--- src/rtl/aes_cbc_ctrl.sv ---
// CBC-mode sequencer in front of a single aes_top: key load, block issue, chaining XOR, output hold.
// Optional key caching is compiled in with `define AES_CBC_CTRL_KEY_CACHE_EN.
module aes_cbc_ctrl (
    input  logic         clk,
    input  logic         reset,
    input  logic         s_valid,
    output logic         s_ready,
    input  logic         s_decrypt,
    input  logic         s_first,
    input  logic [127:0] s_iv,
    input  logic [127:0] s_key,
    input  logic [127:0] s_blk,
    output logic         m_valid,
    input  logic         m_ready,
    output logic [127:0] m_blk,
    output logic         aes_en,
    output logic [31:0]  aes_cmd,
    output logic [127:0] aes_key,
    output logic [127:0] aes_in_blk,
    input  logic [127:0] aes_out_blk,
    input  logic         aes_en_o,
    output logic         busy
);
    localparam logic [31:0] SET_KEY_128     = 32'h0000_0001;
    localparam logic [31:0] ECB_ENCRYPT_128 = 32'h0000_0002;
    localparam logic [31:0] ECB_DECRYPT_128 = 32'h0000_0003;

    typedef enum logic [2:0] {IDLE, KEY_ISSUE, KEY_WAIT, BLK_ISSUE, BLK_WAIT, OUT} state_t;

    state_t        state_q, state_d;
    logic          decrypt_q, decrypt_d;
    logic [127:0]  key_q, key_d;
    logic [127:0]  blk_q, blk_d;
    logic [127:0]  chain_q, chain_d;
    logic [127:0]  m_blk_q, m_blk_d;
    logic [31:0]   aes_cmd_q, aes_cmd_d;
    logic [127:0]  aes_key_q, aes_key_d;
    logic [127:0]  aes_in_blk_q, aes_in_blk_d;
    logic          need_key;

    // Block operands seen at issue time: live inputs when issuing straight from IDLE, captured otherwise.
    logic          issue_dec;
    logic [127:0]  issue_blk, issue_chain;
    logic [31:0]   blk_cmd;
    logic [127:0]  blk_in;

`ifdef AES_CBC_CTRL_KEY_CACHE_EN
    logic          key_loaded_q;
    logic [127:0]  cached_key_q;

    assign need_key = !key_loaded_q || (s_key != cached_key_q);

    always_ff @(posedge clk) begin
        if (reset) begin
            key_loaded_q <= 1'b0;
            cached_key_q <= '0;
        end else if (state_q == KEY_WAIT && aes_en_o) begin
            key_loaded_q <= 1'b1;
            cached_key_q <= key_q;
        end
    end
`else
    assign need_key = 1'b1;
`endif

    always_ff @(posedge clk) begin
        if (reset) begin
            state_q      <= IDLE;
            decrypt_q    <= 1'b0;
            key_q        <= '0;
            blk_q        <= '0;
            chain_q      <= '0;
            m_blk_q      <= '0;
            aes_cmd_q    <= '0;
            aes_key_q    <= '0;
            aes_in_blk_q <= '0;
        end else begin
            state_q      <= state_d;
            decrypt_q    <= decrypt_d;
            key_q        <= key_d;
            blk_q        <= blk_d;
            chain_q      <= chain_d;
            m_blk_q      <= m_blk_d;
            aes_cmd_q    <= aes_cmd_d;
            aes_key_q    <= aes_key_d;
            aes_in_blk_q <= aes_in_blk_d;
        end
    end

    always_comb begin
        state_d = state_q;
        case (state_q)
            IDLE:      if (s_valid) state_d = need_key ? KEY_ISSUE : BLK_ISSUE;
            KEY_ISSUE: state_d = KEY_WAIT;
            KEY_WAIT:  if (aes_en_o) state_d = BLK_ISSUE;
            BLK_ISSUE: state_d = BLK_WAIT;
            BLK_WAIT:  if (aes_en_o) state_d = OUT;
            OUT:       if (m_ready) state_d = IDLE;
            default:   state_d = IDLE;
        endcase
    end

    always_comb begin
        s_ready = (state_q == IDLE);
        m_valid = (state_q == OUT);
        aes_en  = (state_q == KEY_ISSUE) || (state_q == BLK_ISSUE);
        busy    = (state_q != IDLE);
    end

    always_comb begin
        decrypt_d    = decrypt_q;
        key_d        = key_q;
        blk_d        = blk_q;
        chain_d      = chain_q;
        m_blk_d      = m_blk_q;
        aes_cmd_d    = aes_cmd_q;
        aes_key_d    = aes_key_q;
        aes_in_blk_d = aes_in_blk_q;

        issue_dec   = decrypt_q;
        issue_blk   = blk_q;
        issue_chain = chain_q;
        if (state_q == IDLE) begin
            issue_dec   = s_decrypt;
            issue_blk   = s_blk;
            issue_chain = s_first ? s_iv : chain_q;
        end
        blk_cmd = issue_dec ? ECB_DECRYPT_128 : ECB_ENCRYPT_128;
        blk_in  = issue_dec ? issue_blk : (issue_blk ^ issue_chain);

        case (state_q)
            IDLE: begin
                if (s_valid) begin
                    decrypt_d = s_decrypt;
                    key_d     = s_key;
                    blk_d     = s_blk;
                    chain_d   = issue_chain;
                    aes_key_d = s_key;
                    if (need_key) begin
                        aes_cmd_d = SET_KEY_128;
                    end else begin
                        aes_cmd_d    = blk_cmd;
                        aes_in_blk_d = blk_in;
                    end
                end
            end
            KEY_WAIT: begin
                if (aes_en_o) begin
                    aes_cmd_d    = blk_cmd;
                    aes_in_blk_d = blk_in;
                end
            end
            BLK_WAIT: begin
                // Decrypt chains on the ciphertext that came in, encrypt on the one that goes out.
                if (aes_en_o) begin
                    m_blk_d = decrypt_q ? (aes_out_blk ^ chain_q) : aes_out_blk;
                    chain_d = decrypt_q ? blk_q : aes_out_blk;
                end
            end
            default: ;
        endcase
    end

    assign m_blk      = m_blk_q;
    assign aes_cmd    = aes_cmd_q;
    assign aes_key    = aes_key_q;
    assign aes_in_blk = aes_in_blk_q;

endmodule
--- config.mk ---
export PLATFORM = sky130hd
export DESIGN_NAME = aes_cbc_ctrl
export DESIGN_NICKNAME = d
export VERILOG_FILES = /design/src/rtl/aes_cbc_ctrl.sv
export SDC_FILE = /design/constraint.sdc
export NUM_CORES = 2
export LEC_CHECK = 0
export ABC_AREA = 1
export CAP_MARGIN = 0
export CORE_AREA = 3 3 368 370
export CTS_CLUSTER_DIAMETER = 50
export DETAILED_ROUTE_END_ITERATION = 8
export DIE_AREA = 0 0 371 373
export GPL_TIMING_DRIVEN = 0
export PLACE_DENSITY = 0.46
export SLEW_MARGIN = 20
export SYNTH_ARGS = -nofsm -noshare
export SYNTH_HDL_FRONTEND = slang
export SYNTH_SLANG_ARGS = --single-unit
--- constraint.sdc ---
create_clock -name clk -period 1.7 [get_ports clk]
set_clock_uncertainty 0.1 [all_clocks]
set_input_delay 0.255 -clock clk [delete_from_list [all_inputs] [get_ports clk]]
set_output_delay 0.255 -clock clk [all_outputs]
set_load 0.005 [all_outputs]
* Yosys cells after proc, flatten, opt, wreduce, memory -nomap -nowiden
Index checks and enable logic that the tools add are counted.
** Storage, ports and cells
- Output and inout bits :: 420
- Input port bits :: 519
- Logic and storage cells :: 49
- Register bits after elaboration :: 676
** Cells by class
- Equal/unequal tests :: 9
- Reductions and logical operators :: 11
- Bitwise gates (word level) :: 2
- Mux-type cells :: 19
** Operator list (count)
- 128-bit 2-to-1 mux :: 8
- 128-bit case mux with 2 select lines :: 1
- 128-bit bitwise XOR :: 2
- 32-bit 2-to-1 mux :: 2
- 32-bit case mux with 2 select lines :: 1
- 3-bit case mux with 6 select lines :: 1
- 3-bit 2-to-1 mux :: 4
- 3-bit by 2-bit == test with 1-bit output (second input constant) :: 2
- 3-bit == test (second input constant) :: 2
- 2-bit inequality test (second input constant) :: 3
- 2-bit AND reduction :: 3
- 3-bit AND reduction :: 2
- 4-bit AND reduction :: 1
- 2-bit nonzero test :: 2
- 3-bit by 1-bit == test with 1-bit output (second input constant) :: 1
- 3-bit logical NOT :: 1
- 3-bit nonzero test :: 1
- 1-bit 2-to-1 mux :: 2
- 2-bit by 1-bit inequality test with 1-bit output (second input constant) :: 1
- 1-bit logical OR :: 1

* Longest topological paths before layout
- Depth in word-level cells :: 5
- Depth in mapped cells :: 12
- Mapped depth without buffers :: 10

* Worst setup path after synthesis
OpenSTA, ideal clock, no wires.
- Kind :: reg-to-reg
- From :: register state_q[1]
- To :: register chain_q[85]
- Arrival :: 1.454 ns
- Cell stages (with the launch flop) :: 12
- Data required time :: 1.472 ns
- Path buffers :: 5
- Clock period less this slack :: 1.682 ns
- Setup time :: 0.128 ns
- Path slack :: 0.018 ns
- Cell sequence :: dfxtp_1 buf_6 nor2_4 nand2_4 inv_4 buf_6 buf_6 buf_6 buf_6 o211ai_2 o21ai_1 a21oi_1
** Between the ends
- Cells in the longest elaborated chain, start to end :: 4
- Elaborated cells on any way between the ends :: 9
- Those cells by class :: eq/ne (3); mux (3); reduce/logical (3)
** RTL lines
- from (decl) :: line 30 : state_t state_q, state_d;
- from (signal assigned) :: line 78 : state_q <= state_d;
- 3-bit logical NOT :: line 123, 131
- 128-bit 2-to-1 mux :: line 123 : if (state_q == IDLE) begin
- 128-bit 2-to-1 mux :: line 133 : if (s_valid) begin
- 128-bit case mux with 2 select lines :: line 131 : case (state_q)
- to (signal assigned) :: line 82 : chain_q <= chain_d;
- to (decl) :: line 34 : logic [127:0] chain_q, chain_d;
Parallel ways exist; a longest one is shown, timed or not. The select of a mux whose other input is x is not followed.
A chain may end at the register's enable or synchronous reset.

* Worst setup path after layout
- From :: register state_q[2]
- To :: output port s_ready
** Between the ends
- Cells in the longest elaborated chain, start to end :: 1
** RTL lines
- 3-bit logical NOT :: line 104 : s_ready = (state_q == IDLE);
- to (decl) :: line 7 : output logic s_ready,
No other way between the ends.

==> flow_metrics.env <==
export IMPL_rows=134
export IMPL_p_leak_nw=24.6
export IMPL_clkLatencyLatePin_ns=0.74
export IMPL_hold_viol=0
export IMPL_path_clk_slew_ns=0.05
export IMPL_synthTopCellsByCount="1655 x nand2_1, 646 x dfxtp_1, 479 x a21oi_1"
export IMPL_cts_sinks=646
export IMPL_core_um2=133000
export IMPL_final_nets=6963
export IMPL_ys_seq_area_share_pct=37.0
export IMPL_fin_ws_ns=-0.591
export IMPL_yosysTopAreaCellShare_pct=37.0
export IMPL_avgRoutedWirePerCell_um=27.7
export IMPL_setup_violations=986
export IMPL_synth_distinct_cells=31
export IMPL_die_height_um=373
export IMPL_grt_pass1_wl_um=303000
export IMPL_syn_inst=5130
export IMPL_crit_type="flip-flop to output pin"
export IMPL_grt_max_degree=16
export IMPL_cpMostUsedCell="buf_12"
export IMPL_pwr_share_clk_pct=21.2
export IMPL_port_buffers=907
export IMPL_period_needed_ns=2.29
export IMPL_switching_share_pct=44.6
export IMPL_ys_flop_type="dfxtp_1"
export IMPL_maxCapViolCount=0
export IMPL_htree_levels=3
export IMPL_cp_max_fo=5
export IMPL_initial_core_util_pct=26.3
export IMPL_drive_gt1_share_pct=24.4
export IMPL_placedCellCount=7837
export IMPL_root_buffer="clkbuf_16"
export IMPL_routed_wl_um=231000
export IMPL_syn_area_um2=35000
export IMPL_worstHoldStart="s_key[15]"
export IMPL_worstSetupStartpointType="flip-flop"
export IMPL_antenna_found_initial=71
export IMPL_grt_pass1_vias=39600
export IMPL_ys_seq_elements=646
export IMPL_clk_path_buf_depth=3
export IMPL_dr_pass1_iters=5
export IMPL_tightest_slew_ns=1.11
export IMPL_crit_path_cell_trace="inv_4, buf_12, nand2_8, nor2_8, buf_12, buf_12, buf_8, buf_6"
export IMPL_via_per_inst=5.05
export IMPL_power_density_nw_per_um2=1950
export IMPL_die_w_um=371
export IMPL_fillers=13500
export IMPL_worst_r2r_setup_slack_ns=-0.59
export IMPL_num_io_pins=939
export IMPL_syn_to_final_growth_pct=72.9
export IMPL_first_iter_violations=3442
export IMPL_arrival_ns=1.94
export IMPL_pwr_share_seq_pct=19.1
export IMPL_required_ns=1.34
export IMPL_rsz0062_at_grt="true"
export IMPL_ys_warn_count=0
export IMPL_reg2reg_to="aes_in_blk[69]"
export IMPL_drtAntennaViolNets=0
export IMPL_vias=42200
export IMPL_tritoncts="built"
export IMPL_drc=0
export IMPL_setup_tns_ns=-336.03
export IMPL_holdPathStages=3
export IMPL_synth_area_leader_cell="dfxtp_1"
export IMPL_grt_overflow=0
export IMPL_async_reset_ff_share_pct=0
export IMPL_min_period_over_period_pct=135
export IMPL_p_switching_mw=52.6
export IMPL_dp_hpwl_um=165000
export IMPL_violations="setup timing"
export IMPL_pwr_share_comb_pct=59.7
export IMPL_synthTopCellsByArea="dfxtp_1 37%, nand2_1 18%, a21oi_1 6.9%"
export IMPL_holdPathEnd="aes_key[15]"
export IMPL_ir_drop_mv=1.04
export IMPL_cp_end_kind="output pin"
export IMPL_final_max_slew_violation_count=0
export IMPL_max_freq_ghz=0.436
export IMPL_status="finished, violations left"
export IMPL_numCtsBuffers=116
export IMPL_critPathSlowestCell="dfxtp_4"
export IMPL_fin_cells=8350
export IMPL_syn_area_per_cell_um2=6.81
export IMPL_p_int_mw=65.3
export IMPL_place_gp_congestion=0.917
export IMPL_relSlewSlack_pct=26.3
export IMPL_die_area_um2=138000
export IMPL_hp_class="primary input to flip-flop"
export IMPL_r2r_start="state_q[2]"
export IMPL_synth_edf_count=0
export IMPL_reg2reg_depth=13
export IMPL_slowest_delay_ns=0.36
export IMPL_track_usage_pct=30.6
export IMPL_yosys_cell_count_top_type="nand2_1"
==> cell families (layout without fill, tap and decap cells) <==
family,after synthesis,count (layout),synth area share (%)
compound gates,1219,1219,21.9
other cells,1,67,0.0107
buf+inv,671,2057,8.81
flops,646,646,37.0
simple gates,2465,2465,29.1
xor+xnor,128,128,3.21
==> placed cells by master (no fill, tap or decap), types with 127 or more instances in the layout <==
cell	netlist	final
nand2_1	1655	1445
clkdlybuf4s50_1	0	861
dfxtp_1	646	628
a21oi_1	479	344
o21ai_0	337	262
nor2_1	369	249
inv_1	212	210
clkbuf_16	0	189
nand3_1	299	183
o21a_1	137	137
nand3b_1	129	129
buf_12	0	127
==> area by class of cell <==
| cell class | instances | area, µm² | share of cell area [%] |
|---|---|---|---|
| diodes | 37 | 92.6 | 0.153 |
| plain buffers | 447 | 4580 | 7.58 |
| clock buffers | 141 | 3140 | 5.20 |
| clock inverters | 78 | 968 | 1.60 |
| inverters | 217 | 846 | 1.40 |
| multi-input cells | 3842 | 22300 | 36.9 |
| flip-flops and latches | 646 | 13000 | 21.5 |
| well taps | 1768 | 2210 | 3.66 |
| repair buffers | 1174 | 13300 | 22.0 |
==> state kept, by name, summed over array words and instances, names as in the netlist <==
name,cells
chain_q,128
m_blk,128
aes_key,128
aes_in_blk,128
state_q,3
aes_cmd,2
blk_q,128
decrypt_q,1
==> critical path, delay by kind of cell, from the launching register on <==
family,cells,cell delay (ns)
buffers and inverters,6,0.64
DFF,1,0.36
and+or+nand+nor,2,0.19
==> through the flow <==
step                utilization [%]  worst slack [ns]  power, mW  cell area [µm²]  hold WS [ns]
global route                   45.4            -0.633        123            60400        0.0208
floorplan                         -            0.0179       47.3            35100         0.319
detailed placement             34.9             -1.55       66.8            46400         0.351
global placement               34.9             -2.17       66.6            46400         0.345
CTS                            41.0            -0.657        102            54600      0.000200
finish                         45.5            -0.591        118            60400        0.0355
==> power groups by stage <==
stage                     Combinational [mW]  Sequential [mW]  Clock, mW
after CTS                               54.2             22.4       25.3
after global placement                  44.0             22.6          0
final                                   70.4             22.5       25.0
after detailed placement                44.2             22.6          0
after floorplan                         25.4             21.9          0
after global routing                    74.3             23.0       26.0
==> per-layer routing <==
metal,track usage (%),part of all wire [%],vias to the layer above
li1,-,-,19600
met3,8.35,8.3,429
met2,52.7,49,1810
met4,12.4,4.4,34
met5,0,0.094,-
met1,35.6,39,20300
==> worst max-delay path by stage <==
stage | cells after the start | slack, ns | end | from
3_3_place_gp | 10 | -2.17 | aes_in_blk[34] | s_first
5_1_grt | 8 | -0.63 | s_ready | state_q[2]
6_report | 8 | -0.59 | s_ready | state_q[2]
3_5_place_dp | 8 | -1.55 | aes_in_blk[30] | aes_en_o
2_1_floorplan | 11 | 0.02 | chain_q[85] | state_q[1]
4_1_cts | 8 | -0.66 | s_ready | state_q[2]
==> repair_timing <==
item,in CTS,in global routing
gates resized for setup,670,1347
gates cloned,21,62
endpoints found under the setup margin,1036,1034
pin swaps,84,281
setup buffers,62,66
hold buffers,59,0
endpoints found under the hold margin,59,0
(Power assumes the default switching activity.)
